===== src/rtl/register_reader_if.sv =====
// register_reader_if: request/response channels of the register read port.
//   req_valid/req_ready/req_burst/req_id : request handshake (master drives valid, burst, id)
//   rsp_valid/rsp_ready/rsp_data/rsp_id/rsp_last : response beat handshake (master drives ready)
interface register_reader_if #(
    parameter int DATA_W = 8
);
    logic              req_valid;
    logic              req_ready;
    logic              req_burst;
    logic [1:0]        req_id;
    logic              rsp_valid;
    logic              rsp_ready;
    logic [DATA_W-1:0] rsp_data;
    logic [1:0]        rsp_id;
    logic              rsp_last;

    modport master (
        output req_valid, req_burst, req_id, rsp_ready,
        input  req_ready, rsp_valid, rsp_data, rsp_id, rsp_last
    );

    modport slave (
        input  req_valid, req_burst, req_id, rsp_ready,
        output req_ready, rsp_valid, rsp_data, rsp_id, rsp_last
    );
endinterface


===== src/rtl/register_reader.sv =====
// register_reader: snapshotting read port for a four-entry register file.
//   clk        : posedge clock (register file writes on negedge)
//   reset      : synchronous active-low reset
//   reg1..reg4 : register file outputs, entries 0..3
//   bus        : request/response channels (slave side)
//   beat_count : response beats accepted since reset, wraps mod 256
module register_reader #(
    parameter int DATA_W = 8
) (
    input  logic              clk,
    input  logic              reset,
    input  logic [DATA_W-1:0] reg1,
    input  logic [DATA_W-1:0] reg2,
    input  logic [DATA_W-1:0] reg3,
    input  logic [DATA_W-1:0] reg4,
    register_reader_if.slave  bus,
    output logic [7:0]        beat_count
);
    typedef enum logic {IDLE, RESP} state_t;

    state_t                  state, state_nx;
    logic [3:0][DATA_W-1:0]  snap, snap_nx;
    logic [1:0]              idx, idx_nx;
    logic [1:0]              cnt, cnt_nx;
    logic                    burst, burst_nx;
    logic [7:0]              bc_nx;
    logic                    last;

    // Outputs are decoded from registered state only, so no input reaches them combinationally.
    assign last          = !burst || cnt == 2'd3;
    assign bus.req_ready = state == IDLE;
    assign bus.rsp_valid = state == RESP;
    assign bus.rsp_data  = snap[idx];
    assign bus.rsp_id    = idx;
    assign bus.rsp_last  = state == RESP && last;

    always_comb begin
        state_nx = state;
        snap_nx  = snap;
        idx_nx   = idx;
        cnt_nx   = cnt;
        burst_nx = burst;
        bc_nx    = beat_count;
        if (state == IDLE && bus.req_valid) begin
            state_nx = RESP;
            snap_nx  = {reg4, reg3, reg2, reg1};
            idx_nx   = bus.req_id;
            cnt_nx   = 2'd0;
            burst_nx = bus.req_burst;
        end else if (state == RESP && bus.rsp_ready) begin
            bc_nx    = beat_count + 8'd1;
            state_nx = last ? IDLE : RESP;
            idx_nx   = last ? idx : idx + 2'd1;
            cnt_nx   = last ? cnt : cnt + 2'd1;
        end
    end

    always_ff @(posedge clk) begin
        if (!reset) begin
            state      <= IDLE;
            snap       <= '0;
            idx        <= '0;
            cnt        <= '0;
            burst      <= 1'b0;
            beat_count <= '0;
        end else begin
            state      <= state_nx;
            snap       <= snap_nx;
            idx        <= idx_nx;
            cnt        <= cnt_nx;
            burst      <= burst_nx;
            beat_count <= bc_nx;
        end
    end
endmodule


===== src/flat_wrapper.sv =====
// flat-port wrapper written by rule: the top's interface ports become plain ports
module register_reader_flat 
#(
    parameter int DATA_W = 8
)
  (clk, reset, reg1, reg2, reg3, reg4, beat_count, bus_req_valid, bus_req_burst, bus_req_id, bus_rsp_ready, bus_req_ready, bus_rsp_valid, bus_rsp_data, bus_rsp_id, bus_rsp_last);
  register_reader_if #(.DATA_W(DATA_W)) bus_i ();
  input  logic clk;
  input  logic reset;
  input  logic [DATA_W-1:0] reg1;
  input  logic [DATA_W-1:0] reg2;
  input  logic [DATA_W-1:0] reg3;
  input  logic [DATA_W-1:0] reg4;
  output logic [7:0] beat_count;
  input wire logic [$bits(bus_i.req_valid)-1:0] bus_req_valid;
  input wire logic [$bits(bus_i.req_burst)-1:0] bus_req_burst;
  input wire logic [$bits(bus_i.req_id)-1:0] bus_req_id;
  input wire logic [$bits(bus_i.rsp_ready)-1:0] bus_rsp_ready;
  output wire logic [$bits(bus_i.req_ready)-1:0] bus_req_ready;
  output wire logic [$bits(bus_i.rsp_valid)-1:0] bus_rsp_valid;
  output wire logic [$bits(bus_i.rsp_data)-1:0] bus_rsp_data;
  output wire logic [$bits(bus_i.rsp_id)-1:0] bus_rsp_id;
  output wire logic [$bits(bus_i.rsp_last)-1:0] bus_rsp_last;
  assign bus_i.req_valid = bus_req_valid;
  assign bus_i.req_burst = bus_req_burst;
  assign bus_i.req_id = bus_req_id;
  assign bus_i.rsp_ready = bus_rsp_ready;
  assign bus_req_ready = bus_i.req_ready;
  assign bus_rsp_valid = bus_i.rsp_valid;
  assign bus_rsp_data = bus_i.rsp_data;
  assign bus_rsp_id = bus_i.rsp_id;
  assign bus_rsp_last = bus_i.rsp_last;
  register_reader #(.DATA_W(DATA_W)) u_core (.clk(clk), .reset(reset), .reg1(reg1), .reg2(reg2), .reg3(reg3), .reg4(reg4), .bus(bus_i), .beat_count(beat_count));
endmodule

===== config.mk =====
export PLATFORM = sky130hd
export DESIGN_NAME = register_reader_flat
export DESIGN_NICKNAME = d
export VERILOG_FILES = /design/src/rtl/register_reader_if.sv /design/src/rtl/register_reader.sv /design/src/flat_wrapper.sv
export SDC_FILE = /design/constraint.sdc
export NUM_CORES = 1
export LEC_CHECK = 0
export CORE_ASPECT_RATIO = 0.75
export CORE_MARGIN = 3
export CORE_UTILIZATION = 25
export DETAILED_ROUTE_END_ITERATION = 16
export DONT_BUFFER_PORTS = 1
export HOLD_SLACK_MARGIN = 0.15
export SLEW_MARGIN = 15
export SYNTH_ARGS = -nofsm -noshare
export SYNTH_HDL_FRONTEND = slang
export SYNTH_SLANG_ARGS = --single-unit

===== constraint.sdc =====
create_clock -name clk -period 1.5 [get_ports clk]
set_input_delay 0.225 -clock clk [delete_from_list [all_inputs] [get_ports clk]]
set_output_delay 0.225 -clock clk [all_outputs]
set_load 0.02 [all_outputs]

==> reports/qor.yml, run 1 <==
critical_path:
  worstSetupStartpointType: "flip-flop"
  cp-end-kind: "output port"
  required_ns: 1.27
  path_buf_inv: 1
  reg2reg_slack_ns: 0.16
  reg2reg_from: "u_core.cnt[0]$_SDFFE_PP0P_"
  timing_worst_setup_path_type: "flip-flop to output port"
  cp_top_family: "multiplexers"
  crit_fanout: 4
  ff2ff_path_depth: 4
  critical-path-max-stage-delay_ns: 0.59
  cp.arrival_ns: 1.39
  cpMaxStageDelayCell: "mux4_2"
  reg2reg_to: "u_core.bus.rsp_id[1]$_SDFFE_PN0P_"
  crit_chain: "buf_6, mux4_2"
synth:
  synth_top_family_by_area: "simple AND/OR/NAND/NOR gates"
  yosysUniqueCellTypes: 26
  synth_seq_area_share: 0.480
  yosysTopAreaCell: "dfxtp_1"
  yosys.area_share.simple: 0.202
  synth-seq-cells: 46
  syn-num-nets: 264
  syn_inst: 223
  synthTopCellsByArea: "dfxtp_1 (48%), nand2_1 (14%), a21oi_1 (11%)"
  postSynthAreaPerCell_um2: 8.60
  synth-adder-area-share: 0.0130
  synth.mux.area_fraction: 0.0992
  async_flop_share: 0
  netlist_area_um2: 1920
  synth_xor_area_frac: 0.0183
  synth-compound-area-share: 0.142
  synth_warnings: 0
  synth_top_area_share: 0.480
  ys_dominant_reg_cell: "dfxtp_1"
  synth-edff-count: 0
drt:
  drc: 0
  firstDrtPassIters: 4
  vias: 1699
  avgRoutedWirePerCell_um: 14.2
  ant_nets: 0
  wirelength_um: 5290
  first_iter_violations: 108
  routed_via_density: 4.54
sta:
  layout_setup_ws_ns: -0.118
  report.final.slew_viol_count: 0
  fin_crit_sh: 1.08
  hold_viol: 0
  worst_pin_slew_ns: 0.402
  setup_viol: 8
  max_freq_mhz: 618
  rsz0062_at_grt: "yes"
  relSlewSlack: 0.731
  clock_skew_ns: 0.00579
  fin_crit_ns: 1.62
power_and_ir_drop:
  internal_power_mw: 2.15
  power_mw: 2.84
  max-vdd-ir-drop_mv: 0.417
  netSwitchingPower_uw: 682
  seqPwrFrac: 0.466
  switching_share: 0.240
  share_clk_of_total_power: 0.385
  p_per_area_nw_per_um2: 1050
  combPwrFrac: 0.149
  leakagePower_nw: 1.02
outcome:
  violations: "negative setup slack"
  status: "complete, but fails checks"
clock_tree:
  clock-root-buffer: "clkbuf_8"
  clock_path_buffers: 2
  cts_tree: "yes"
  clk_latency_ns: 0.29
  postCtsSetupRepairBufs: 0
  clock_sinks: 46
  cts_made_buffers: 5
  clkTransAtPathRegs_ns: 0.09
  htreeDepth: 2
min_path:
  holdPathEnd: "u_core.beat_count[2]$_SDFFE_PN0P_"
  hp-start: "bus_rsp_ready"
  whs_path_depth: 3
  holdCritPathClass: "input pin to flip-flop"
floorplan:
  die_h_um: 81.9
  ioPinCount: 60
  fp-row-count: 26
  fp.dieArea_um2: 8770
  start_util: 0.269
  die_w_um: 107
  core_area_um2: 7120
cells_and_area:
  fin_nets: 314
  layout-drive-gt1-share: 0.153
  final_common_cell: "nand2_1"
  syn2layout_area_growth_pct: 40.4
  nFillCells: 690
  most-common-layout-cells: "nand2_1 (71), dfxtp_1 (45), a21oi_1 (41)"
placed_design:
  gp_congestion: 0.754
  preCtsSetupSlack_ns: 0.143
  dp_hpwl_um: 3760
  portBuffers: 0
grt:
  grtUsageTotal: 0.126
  grt_pass1_wl_um: 8490
  grt_antenna_before_repair: 4
  globalRouteOverflowTotal: 0
  grt_pass1_vias: 1687
  grt_max_degree: 39
run:
  max_cap_viol_count: 0
[cells by family after synthesis]
family,count (synthesis)
xor gates and xnor gates,4
buffers and inverters,20
adders and majority gates,2
AOI/OAI and AO/OA,52
muxes,9
and+or+nand+nor,90
DFF,46
[final cells by class]
cell class,instances,area (um^2),area share
multi-input combinational,157,912,0.339
timing repair buffer,58,573,0.213
tap,98,123,0.0455
antenna,2,5.00,0.00186
inverter,5,18.8,0.00697
clock buffer,5,68.8,0.0255
sequential,46,925,0.343
clock inverter,3,68.8,0.0255
[power groups by stage]
stage	Sequential, mW	Clock (mW)	Combinational (mW)
6_report	1.32	1.09	0.422
5_1_grt	1.33	1.18	0.464
4_1_cts	1.32	1.13	0.426
3_5_place_dp	1.35	0	0.340
3_3_place_gp	1.35	0	0.334
2_1_floorplan	1.35	0	0.237
[worst reg2reg max path: cells and delay by family (launching register included)]
family | cells | cell delay (ns)
DFF | 1 | 0.33
and+or+nand+nor | 2 | 0.57
AOI/OAI and AO/OA | 1 | 0.16
adders and majority gates | 1 | 0.20
[worst max path at each step]
stage                                 startpoint                                end  cells past startpoint
6_report       u_core.bus.rsp_id[0]$_SDFFE_PN0P_                    bus_rsp_data[6]                      2
5_1_grt        u_core.bus.rsp_id[0]$_SDFFE_PN0P_                    bus_rsp_data[6]                      2
4_1_cts        u_core.bus.rsp_id[0]$_SDFFE_PN0P_                    bus_rsp_data[7]                      2
3_5_place_dp   u_core.bus.rsp_id[0]$_SDFFE_PN0P_                    bus_rsp_data[7]                      2
3_3_place_gp   u_core.bus.rsp_valid$_SDFFE_PN0P_  u_core.bus.rsp_id[0]$_SDFFE_PN0P_                      5
2_1_floorplan  u_core.bus.rsp_id[0]$_SDFFE_PN0P_                    bus_rsp_data[0]                      2
[state kept, by name, summed over array words and instances, names as in the netlist]
register              flops
u_core.snap              32
u_core.burst              1
u_core.cnt                2
u_core.bus.rsp_id         2
u_core.bus.rsp_valid      1
u_core.beat_count         8
[layer usage]
metal,wire [um],vias to the layer above,track usage
met4,75,4,0.0421
met3,435,11,0.0503
li1,-,859,-
met5,21,-,0
met2,2290,46,0.191
met1,2470,779,0.164
[stage by stage]
stage | instances | hold WS, ns | area (um^2) | setup TNS, ns | util
3_3_place_gp | 327 | 0.364 | 2170 | 0 | 0.305
2_1_floorplan | 223 | 0.361 | 1920 | 0 | -
6_report | 374 | 0.169 | 2690 | -0.826 | 0.378
5_1_grt | 374 | 0.166 | 2690 | -1.22 | 0.378
4_1_cts | 372 | 0.160 | 2690 | -1.00 | 0.377
3_5_place_dp | 327 | 0.369 | 2170 | 0 | 0.305
[timing repair]
| action | 4_1_cts | 5_1_grt |
|---|---|---|
| pin swaps | 0 | 0 |
| hold buffers | 37 | 0 |
| hold endpoints to repair | 40 | 0 |
| endpoints found under the setup margin | 8 | 8 |
| gates cloned | 0 | 0 |
| gates resized for setup | 4 | 0 |
[Yosys cell counts (all sizes together), types with 3 or more instances]
cell type,count
or3,3
inv,5
clkbuf,7
mux4,8
o31ai,3
buf,8
xor2,3
nor2,4
o21ai,6
a21oi,41
nand3,4
dfxtp,46
nand2,71
(Power assumes the default switching activity.)
==> inputs of run 2 (changes only) <==
--- a/config.mk
+++ b/config.mk
@@ -6,11 +6,12 @@
 export NUM_CORES = 1
 export LEC_CHECK = 0
 export CORE_ASPECT_RATIO = 0.75
-export CORE_MARGIN = 3
+export CORE_MARGIN = 5
 export CORE_UTILIZATION = 25
 export DETAILED_ROUTE_END_ITERATION = 16
 export DONT_BUFFER_PORTS = 1
 export HOLD_SLACK_MARGIN = 0.15
+export RECOVER_POWER = 100
 export SLEW_MARGIN = 15
 export SYNTH_ARGS = -nofsm -noshare
 export SYNTH_HDL_FRONTEND = slang
==> constraint.sdc (replaced) <==
create_clock -name clk -period 1.5 [get_ports clk]
set_input_delay 0.3 -clock clk [delete_from_list [all_inputs] [get_ports clk]]
set_output_delay 0.3 -clock clk [all_outputs]
set_load 0.02 [all_outputs]
==> reports/qor.yml, run 2 (synthesized netlist as in run 1, its figures left out) <==
sta:
  relSlewSlack: 0.722  # was 0.731
  rsz0062_at_grt: "yes"  # unchanged
  max_freq_mhz: 594  # was 618 MHz
  worst_pin_slew_ns: 0.417  # was 0.402 ns
  report.final.slew_viol_count: 0  # unchanged
  layout_setup_ws_ns: -0.184  # was -0.118 ns
  hold_viol: 0  # unchanged
  hold_ws_ns: 0.159  # was 0.169 ns
  fin_crit_ns: 1.68  # was 1.62 ns
  fin_setup_tns_ns: -1.43  # was -0.826 ns
  clock_skew_ns: 0.00295  # was 0.00579 ns
  fin_crit_sh: 1.12  # was 1.08
  setup_viol: 9  # was 8
clock_tree:
  postCtsSetupRepairBufs: 0  # unchanged
  clkTransAtPathRegs_ns: 0.08  # was 0.09 ns
  cts_made_buffers: 5  # unchanged
  clock-root-buffer: "clkbuf_8"  # unchanged
  clock_path_buffers: 2  # unchanged
  clk_latency_ns: 0.29  # about the same
  htreeDepth: 2  # unchanged
  cts_tree: "yes"  # unchanged
  clock_sinks: 46  # unchanged
power_and_ir_drop:
  max-vdd-ir-drop_mv: 0.322  # was 0.417 mV
  leakagePower_nw: 0.911  # was 1.02 nW
  p_per_area_nw_per_um2: 964  # was 1050 nW/um^2
floorplan:
  fp-row-count: 27  # was 26
  ioPinCount: 60  # unchanged
  die_h_um: 85.9  # was 81.9 um
  fp.dieArea_um2: 9540  # was 8770 um^2
  core_area_um2: 7400  # was 7120 um^2
  start_util: 0.259  # was 0.269
  die_w_um: 111  # was 107 um
grt:
  grt_pass1_wl_um: 9250  # was 8490 um
  grt_pass1_vias: 1697  # was 1687
  grt_max_degree: 39  # unchanged
  globalRouteOverflowTotal: 0  # unchanged
  grt_antenna_before_repair: 5  # was 4
  grtUsageTotal: 0.123  # was 0.126
critical_path:
  ff2ff_path_depth: 4  # unchanged
  cp-end-kind: "output port"  # unchanged
  path_buf_inv: 1  # unchanged
  crit_fanout: 8  # was 4
  cpMaxStageDelayCell: "mux4_2"  # unchanged
  timing_worst_setup_path_type: "flip-flop to output port"  # unchanged
  cp_top_family: "multiplexers"  # unchanged
  cp.arrival_ns: 1.38  # was 1.39 ns
  worstSetupStartpointType: "flip-flop"  # unchanged
  critical-path-max-stage-delay_ns: 0.59  # about the same
  required_ns: 1.20  # was 1.27 ns
  cp.depth: 2  # unchanged
  crit_chain: "buf_12, mux4_2"  # was buf_6, mux4_2
  reg2reg_slack_ns: 0.02  # was 0.16 ns
cells_and_area:
  largestRegisters: "u_core.snap x32, u_core.beat_count x8"  # unchanged
  layout-drive-gt1-share: 0.123  # was 0.153
  syn2layout_area_growth_pct: 32.1  # was 40.4%
  final_common_cell: "nand2_1"  # unchanged
  most-common-layout-cells: "nand2_1 (71), dfxtp_1 (43), a21oi_1 (40)"  # was nand2_1 (71), dfxtp_1 (45), a21oi_1 (41)
  fin_nets: 310  # was 314
  largest_register: "u_core.snap"  # unchanged
  largest_register_ffs: 32  # unchanged
  stdcell_area_um2: 2530  # was 2690 um^2
  nFillCells: 779  # was 690
  fin_cells: 372  # was 374
placed_design:
  preCtsSetupSlack_ns: 0.127  # was 0.143 ns
  gp_congestion: 0.765  # was 0.754
  portBuffers: 0  # unchanged
  dpl_cell_area_um2: 2170  # about the same
  placed_cells: 330  # was 327
  dp_hpwl_um: 3940  # was 3760 um
min_path:
  whs_path_depth: 2  # was 3
  holdCritPathClass: "input pin to flip-flop"  # unchanged
outcome:
  violations: "negative setup slack"  # unchanged
  status: "complete, but fails checks"  # unchanged
drt:
  first_iter_violations: 105  # was 108
  ant_nets: 0  # unchanged
  wirelength_um: 5690  # was 5290 um
  routed_via_density: 4.59  # was 4.54
  firstDrtPassIters: 4  # unchanged
  drc: 0  # unchanged
  vias: 1708  # was 1699
  avgRoutedWirePerCell_um: 15.3  # was 14.2 um
run:
  max_cap_viol_count: 0  # unchanged
==> run 2: metrics by stage <==
step / power [mW] / util
2_1_floorplan: 1.59 / -
3_5_place_dp: 1.70 / 0.294
3_3_place_gp: 1.69 / 0.294
6_report: 2.44 / 0.342
4_1_cts: 2.49 / 0.349
5_1_grt: 2.56 / 0.342
==> run 2: report_power, final <==
group          switching [mW]  leakage (nW)  internal (mW)
logic                   0.218         0.490          0.181
registers              0.0393         0.378           1.28
clock network           0.405        0.0438          0.313
total                   0.663         0.911           1.78
==> run 2: routing by layer <==
layer  share of wire  wire [um]  vias up  GRT usage
met1            0.45       2580      808      0.152
met2            0.46       2630       31      0.199
met4           0.013         74        6     0.0331
li1                -          -      851          -
met5          0.0058         33        -          0
met3           0.065        369       12     0.0536
==> run 2: area by class of cell <==
cell class | instances | area, um^2 | share of cell area
Tap cell | 101 | 126 | 0.0499
Multi-Input combinational cell | 157 | 910 | 0.359
Clock inverter | 2 | 10.0 | 0.00395
Sequential cell | 46 | 925 | 0.365
Antenna cell | 2 | 5.00 | 0.00198
Inverter | 5 | 18.8 | 0.00741
Clock buffer | 5 | 68.8 | 0.0272
Timing Repair Buffer | 54 | 470 | 0.186
==> run 2: path summary, 6_finish.rpt <==
| path | from | to |
|---|---|---|
| setup reg to reg | u_core.bus.rsp_valid$_SDFFE_PN0P_ | u_core.beat_count[6]$_SDFFE_PN0P_ |
| setup / recovery | u_core.bus.rsp_id[0]$_SDFFE_PN0P_ | bus_rsp_data[7] |
| hold reg to reg | u_core.snap[14]$_SDFFE_PN0P_ | u_core.snap[14]$_SDFFE_PN0P_ |
| hold / removal | reset | u_core.beat_count[4]$_SDFFE_PN0P_ |
==> run 2: timing repair <==
item | in CTS | in global routing
endpoints found under the hold margin | 36 | 0
endpoints found under the setup margin | 8 | 9
gates resized for setup | 0 | 4
hold buffers | 33 | 0
==> run 2: worst register-to-register path: stages (launching register included) <==
cell	delay, ns
dfxtp_1	0.37
clkbuf_1	0.33
nand4_1	0.23
or3_1	0.35
a21oi_1	0.13
